`config.mk`:
```
export PLATFORM = sky130hd
export DESIGN_NAME = mux_n_to_1_reg_flat
export DESIGN_NICKNAME = d
export VERILOG_FILES = /design/src/rtl/mux_n_to_1_reg_if.sv /design/src/rtl/mux_n_to_1_reg.sv /design/src/flat_wrapper.sv
export SDC_FILE = /design/constraint.sdc
export NUM_CORES = 1
export LEC_CHECK = 0
export BUFFER_PORTS_ARGS = -buffer_cell sky130_fd_sc_hd__buf_2
export CELL_PAD_IN_SITES_DETAIL_PLACEMENT = 0
export CELL_PAD_IN_SITES_GLOBAL_PLACEMENT = 1
export CORE_ASPECT_RATIO = 0.7
export CORE_MARGIN = 2
export CORE_UTILIZATION = 37
export CTS_CLUSTER_DIAMETER = 100
export CTS_CLUSTER_SIZE = 16
export DETAILED_ROUTE_END_ITERATION = 12
export GPL_ROUTABILITY_DRIVEN = 0
export PLACE_DENSITY_LB_ADDON = 0.3
export SETUP_SLACK_MARGIN = 0.2
export SYNTH_ARGS = -nofsm -noshare
export SYNTH_HDL_FRONTEND = slang
export SYNTH_SLANG_ARGS = --single-unit
```
`constraint.sdc`:
```
create_clock -name clk -period 2 [get_ports clk]
set_input_delay 0 -clock clk [delete_from_list [all_inputs] [get_ports clk]]
set_output_delay 0 -clock clk [all_outputs]
set_load 0.02 [all_outputs]
```
`src/rtl/mux_n_to_1_reg_if.sv`:
```
// Handshake bundle for mux_n_to_1_reg: the upstream select/data port and the
// downstream registered valid/ready port.
interface mux_n_to_1_reg_if #(
    parameter int WORD_LENGTH = 32,
    parameter int NUM_INPUTS  = 4
);
    logic [NUM_INPUTS*WORD_LENGTH-1:0] data_in;
    logic [NUM_INPUTS-1:0]             sel;
    logic                              in_valid;
    logic                              in_ready;
    logic [WORD_LENGTH-1:0]            out;
    logic                              out_valid;
    logic                              out_ready;

    modport master (
        output data_in, sel, in_valid, out_ready,
        input  in_ready, out, out_valid
    );

    modport slave (
        input  data_in, sel, in_valid, out_ready,
        output in_ready, out, out_valid
    );
endinterface

```
`src/rtl/mux_n_to_1_reg.sv`:
```
// N-to-1 one-hot (lowest-index priority) mux with a registered valid/ready
// output and 2-entry skid buffer. Define MUX_SEL_CHECK_EN to add sticky sel_err.
module mux_n_to_1_reg #(
    parameter int WORD_LENGTH = 32,
    parameter int NUM_INPUTS  = 4
) (
    input  logic                 clk,
    input  logic                 rst_n,
    mux_n_to_1_reg_if.slave      bus
`ifdef MUX_SEL_CHECK_EN
    ,
    output logic                 sel_err
`endif
);

    typedef enum logic [1:0] {
        EMPTY = 2'd0,
        ONE   = 2'd1,
        TWO   = 2'd2
    } state_t;

    localparam logic [NUM_INPUTS-1:0]  SEL_ZERO  = {NUM_INPUTS{1'b0}};
    localparam logic [WORD_LENGTH-1:0] WORD_ZERO = {WORD_LENGTH{1'b0}};

    state_t                 state_r;
    logic [WORD_LENGTH-1:0] out_r;
    logic [WORD_LENGTH-1:0] skid_r;
    logic [WORD_LENGTH-1:0] hold_r;
    logic                   out_valid_r;
    logic                   in_ready_r;

    logic [WORD_LENGTH-1:0] word_s;
    logic                   accept_s;
    logic                   drain_s;
    logic                   sel_any_s;

    // Walk from the top index down so the lowest set bit is the last to win.
    function automatic logic [WORD_LENGTH-1:0] pick_word(
        input logic [NUM_INPUTS*WORD_LENGTH-1:0] data,
        input logic [NUM_INPUTS-1:0]             one_hot,
        input logic [WORD_LENGTH-1:0]            fallback
    );
        logic [WORD_LENGTH-1:0] w;
        w = fallback;
        for (int i = NUM_INPUTS - 1; i >= 0; i--) begin
            w = one_hot[i] ? data[i*WORD_LENGTH +: WORD_LENGTH] : w;
        end
        return w;
    endfunction

    // Word selection and handshake qualifiers.
    always_comb begin
        word_s    = pick_word(bus.data_in, bus.sel, hold_r);
        sel_any_s = (bus.sel != SEL_ZERO);
        accept_s  = bus.in_valid & in_ready_r;
        drain_s   = out_valid_r & bus.out_ready;
    end

    // Skid-buffer state machine, hold register and registered handshake outputs.
    always_ff @(posedge clk or negedge rst_n) begin
        if (!rst_n) begin
            state_r     <= EMPTY;
            out_r       <= WORD_ZERO;
            skid_r      <= WORD_ZERO;
            hold_r      <= WORD_ZERO;
            out_valid_r <= 1'b0;
            in_ready_r  <= 1'b1;
        end else begin
            if (accept_s && sel_any_s) begin
                hold_r <= word_s;
            end
            case (state_r)
                EMPTY: begin
                    if (accept_s) begin
                        out_r       <= word_s;
                        out_valid_r <= 1'b1;
                        state_r     <= ONE;
                    end
                end
                ONE: begin
                    if (accept_s && drain_s) begin
                        out_r <= word_s;
                    end else if (accept_s) begin
                        skid_r     <= word_s;
                        in_ready_r <= 1'b0;
                        state_r    <= TWO;
                    end else if (drain_s) begin
                        out_valid_r <= 1'b0;
                        state_r     <= EMPTY;
                    end
                end
                TWO: begin
                    if (drain_s) begin
                        out_r      <= skid_r;
                        in_ready_r <= 1'b1;
                        state_r    <= ONE;
                    end
                end
                default: begin
                    out_valid_r <= 1'b0;
                    in_ready_r  <= 1'b1;
                    state_r     <= EMPTY;
                end
            endcase
        end
    end

    assign bus.out       = out_r;
    assign bus.out_valid = out_valid_r;
    assign bus.in_ready  = in_ready_r;

`ifdef MUX_SEL_CHECK_EN
    logic sel_err_r;

    // More than one bit set exactly when clearing the lowest set bit leaves something.
    function automatic logic multi_hot(input logic [NUM_INPUTS-1:0] v);
        return (v & (v - {{(NUM_INPUTS-1){1'b0}}, 1'b1})) != SEL_ZERO;
    endfunction

    // Sticky multi-hot detector, cleared only by reset.
    always_ff @(posedge clk or negedge rst_n) begin
        if (!rst_n) begin
            sel_err_r <= 1'b0;
        end else if (accept_s && multi_hot(bus.sel)) begin
            sel_err_r <= 1'b1;
        end
    end

    assign sel_err = sel_err_r;
`endif

endmodule
```
`src/flat_wrapper.sv`:
```
// flat-port wrapper written by rule: the top's interface ports become plain ports
module mux_n_to_1_reg_flat 
#(
    parameter int WORD_LENGTH = 32,
    parameter int NUM_INPUTS  = 4
)
  (clk, rst_n, bus_data_in, bus_sel, bus_in_valid, bus_out_ready, bus_in_ready, bus_out, bus_out_valid);
  mux_n_to_1_reg_if #(.WORD_LENGTH(WORD_LENGTH), .NUM_INPUTS(NUM_INPUTS)) bus_i ();
  input  logic clk;
  input  logic rst_n;
  input wire logic [$bits(bus_i.data_in)-1:0] bus_data_in;
  input wire logic [$bits(bus_i.sel)-1:0] bus_sel;
  input wire logic [$bits(bus_i.in_valid)-1:0] bus_in_valid;
  input wire logic [$bits(bus_i.out_ready)-1:0] bus_out_ready;
  output wire logic [$bits(bus_i.in_ready)-1:0] bus_in_ready;
  output wire logic [$bits(bus_i.out)-1:0] bus_out;
  output wire logic [$bits(bus_i.out_valid)-1:0] bus_out_valid;
  assign bus_i.data_in = bus_data_in;
  assign bus_i.sel = bus_sel;
  assign bus_i.in_valid = bus_in_valid;
  assign bus_i.out_ready = bus_out_ready;
  assign bus_in_ready = bus_i.in_ready;
  assign bus_out = bus_i.out;
  assign bus_out_valid = bus_i.out_valid;
  mux_n_to_1_reg #(.WORD_LENGTH(WORD_LENGTH), .NUM_INPUTS(NUM_INPUTS)) u_core (.clk(clk), .rst_n(rst_n), .bus(bus_i));
endmodule
```
==> impl_metrics.json <==
{
  "routed_wl_um": 16400,
  "die_area_um2": 15900,
  "tightestPinTransition_ns": 0.576,
  "peakVddDrop_mv": 0.399,
  "critPathKind": "flop to flop",
  "dieWidth_um": 150,
  "die_h_um": 106,
  "fill_cells": 1458,
  "grt.overflow.total": 0,
  "seq_area_frac_synth_pct": 45.4,
  "ant_nets": 0,
  "synth_area_leaders": "dfrtp_1 45%, nand2_1 9.0%, nor2_1 8.9%, o31ai_1 8.7%, o21ai_0 5.9%",
  "multi_input_area_um2": 2830,
  "hold_class": "input pin to flop",
  "ys_types": 21,
  "io_buffers": 169,
  "synthesis.nets": 823,
  "core_um2": 14600,
  "dp_cells": 1018,
  "cts_tree": "yes",
  "crit_fanout": 48,
  "stdcell_area_um2": 7040,
  "io_pins": 170,
  "setup_viol": 0,
  "final-seq-area_um2": 2500,
  "placed_cell_area_um2": 6620,
  "setup_ws_ns": 0.363,
  "cts_hold_buf": 10,
  "start_kind": "flop",
  "clock_latency_ns": 0.34,
  "root_buffer": "clkbuf_16",
  "route.detailed.drc": 0,
  "cts_buffer_depth": 2,
  "run_status": "finished clean",
  "drv_slew": 0,
  "dpl.hpwl_um": 11300,
  "post-route-util_pct": 48.1,
  "ctsResizeCount": 0,
  "drt-wirelength-per-cell_um": 15.7,
  "final_cell_mix": "168 x buf_2, 132 x nand2_1, 131 x nor2_1, 99 x dfrtp_1, 65 x o21ai_0",
  "end_kind": "flop",
  "cts.sinks": 100,
  "layout.nets": 980,
  "antenna_cells": 0,
  "relSlewSlack_pct": 61.6,
  "fin_skew_ns": 0.00740,
  "rows": 37,
  "area_growth_pct": 27.5,
  "vias_per_cell": 5.15,
  "grt_setup_unrepaired": "false",
  "netlist_area_um2": 5520,
  "syn_avg_cell_area_um2": 8.04,
  "ys_warn_count": 0,
  "synth_top_area_share_pct": 44.9,
  "netlist_instances": 687,
  "hold_viol": 0,
  "grt_pass1_vias": 5195,
  "cts_buffers": 9,
  "drv_cap": 0,
  "cts.reportedPaths.clkPinSlew_ns": 0.07,
  "worstPathRequired_ns": 2.26,
  "synth_top_area_cell": "dfrtp_1",
  "power_density_nw_per_um2": 629,
  "first_iter_violations": 252,
  "stdcell_count": 1044,
  "h-tree-depth": 3,
  "grt_max_degree": 66,
  "antenna_found_initial": 0,
  "drive_above_1_share_pct": 24.5,
  "p_leak_nw": 3.37,
  "post-place-ws_ns": 0.402,
  "worstPathArrival_ns": 1.89,
  "start_util_pct": 37.7,
  "grt_usage_pct": 20.9,
  "final_common_cell": "buf_2",
  "max_freq_mhz": 611,
  "fin_crit_sh_pct": 81.9,
  "finalSetupTns_ns": 0,
  "vias": 5377,
  "grt_pass1_wl_um": 26100,
  "ys_ff_latch": 100,
  "period_needed_ns": 1.64,
  "drtPass1Iterations": 5,
  "postCtsSetupRepairBufs": 0
}
## cell families (layout without fill, tap and decap cells)
kind of cell,after synthesis,in the layout,synth area share [%]
multiplexers,32,32,5.80
AO/OA/AOI/OAI,203,203,22.8
AND/OR/NAND/NOR,301,301,22.2
flip-flops,100,100,45.4
buffers and inverters,51,213,3.85
## sequential cells by signal (all words and copies together) (netlist names)
register / cells
u_core.hold_r: 32
u_core.bus.out: 32
u_core.state_r: 2
u_core.bus.in_ready: 1
u_core.bus.out_valid: 1
u_core.skid_r: 32
## layout make-up
type,count,area share [%]
flip-flops and latches,100,35.6
multi-input cells,536,40.1
clock buffers,12,3.50
clock inverters,4,1.07
repair buffers,197,16.3
well taps,195,3.47
## Yosys cell counts, drive strengths merged
library cell    n
and3b           1
o31ai          64
or2             1
dfstp           1
o311ai          1
nor2b          33
mux2i          32
o22ai           1
nand3b          1
dfrtp          99
o21ai          65
a31oi          33
a21oi          37
clkbuf         29
nor2          131
o32ai           1
nand2b          1
nand2         133
buf            22
a21boi          1
## power by group
group / total [W] / internal [W] / switching, W / leakage, nW
registers: 0.00202 / 0.00202 / 0 / 1.39
logic: 0.000538 / 0.000221 / 0.000317 / 1.83
clock network: 0.00187 / 0.00113 / 0.000739 / 0.149
total: 0.00443 / 0.00337 / 0.00106 / 3.37
## worst max-delay path, stage by stage (launching register included)
cell	delay, ns
dfstp_2	0.60
nand2_1	0.16
o32ai_4	0.29
buf_12	0.27
nor2_1	0.06
a31oi_1	0.16
## routing by layer
layer | global-route usage (%) | share of wire [%] | up-vias
met4 | 5.66 | 1.7 | 0
met2 | 33.0 | 44 | 160
met5 | 0 | 0 | -
met3 | 4.21 | 6.6 | 17
li1 | - | - | 2697
met1 | 29.2 | 47 | 2503
## final timing paths
check / startpoint / end / slack, ns / cells past startpoint
setup / recovery: u_core.bus.in_ready / u_core.bus.out[26] / 0.36 / 5
max in group asynchronous: rst_n / u_core.bus.in_ready / 1.13 / 3
hold / removal: bus_data_in[3] / u_core.skid_r[3] / 0.008 / 3
min in group asynchronous: rst_n / u_core.hold_r[8] / 0.18 / 2
hold reg to reg: u_core.hold_r[23] / u_core.hold_r[23] / 0.48 / 2
setup reg to reg: u_core.bus.in_ready / u_core.bus.out[26] / 0.36 / 5
## stage by stage
step           total power (W)  hold WS, ns
6_report               0.00443      0.00821
5_1_grt                0.00465       0.0131
4_1_cts                0.00448     0.000843
3_5_place_dp           0.00259       0.0270
3_3_place_gp           0.00258       0.0274
2_1_floorplan          0.00232       -0.296
Power figures use the tool's default switching activity.
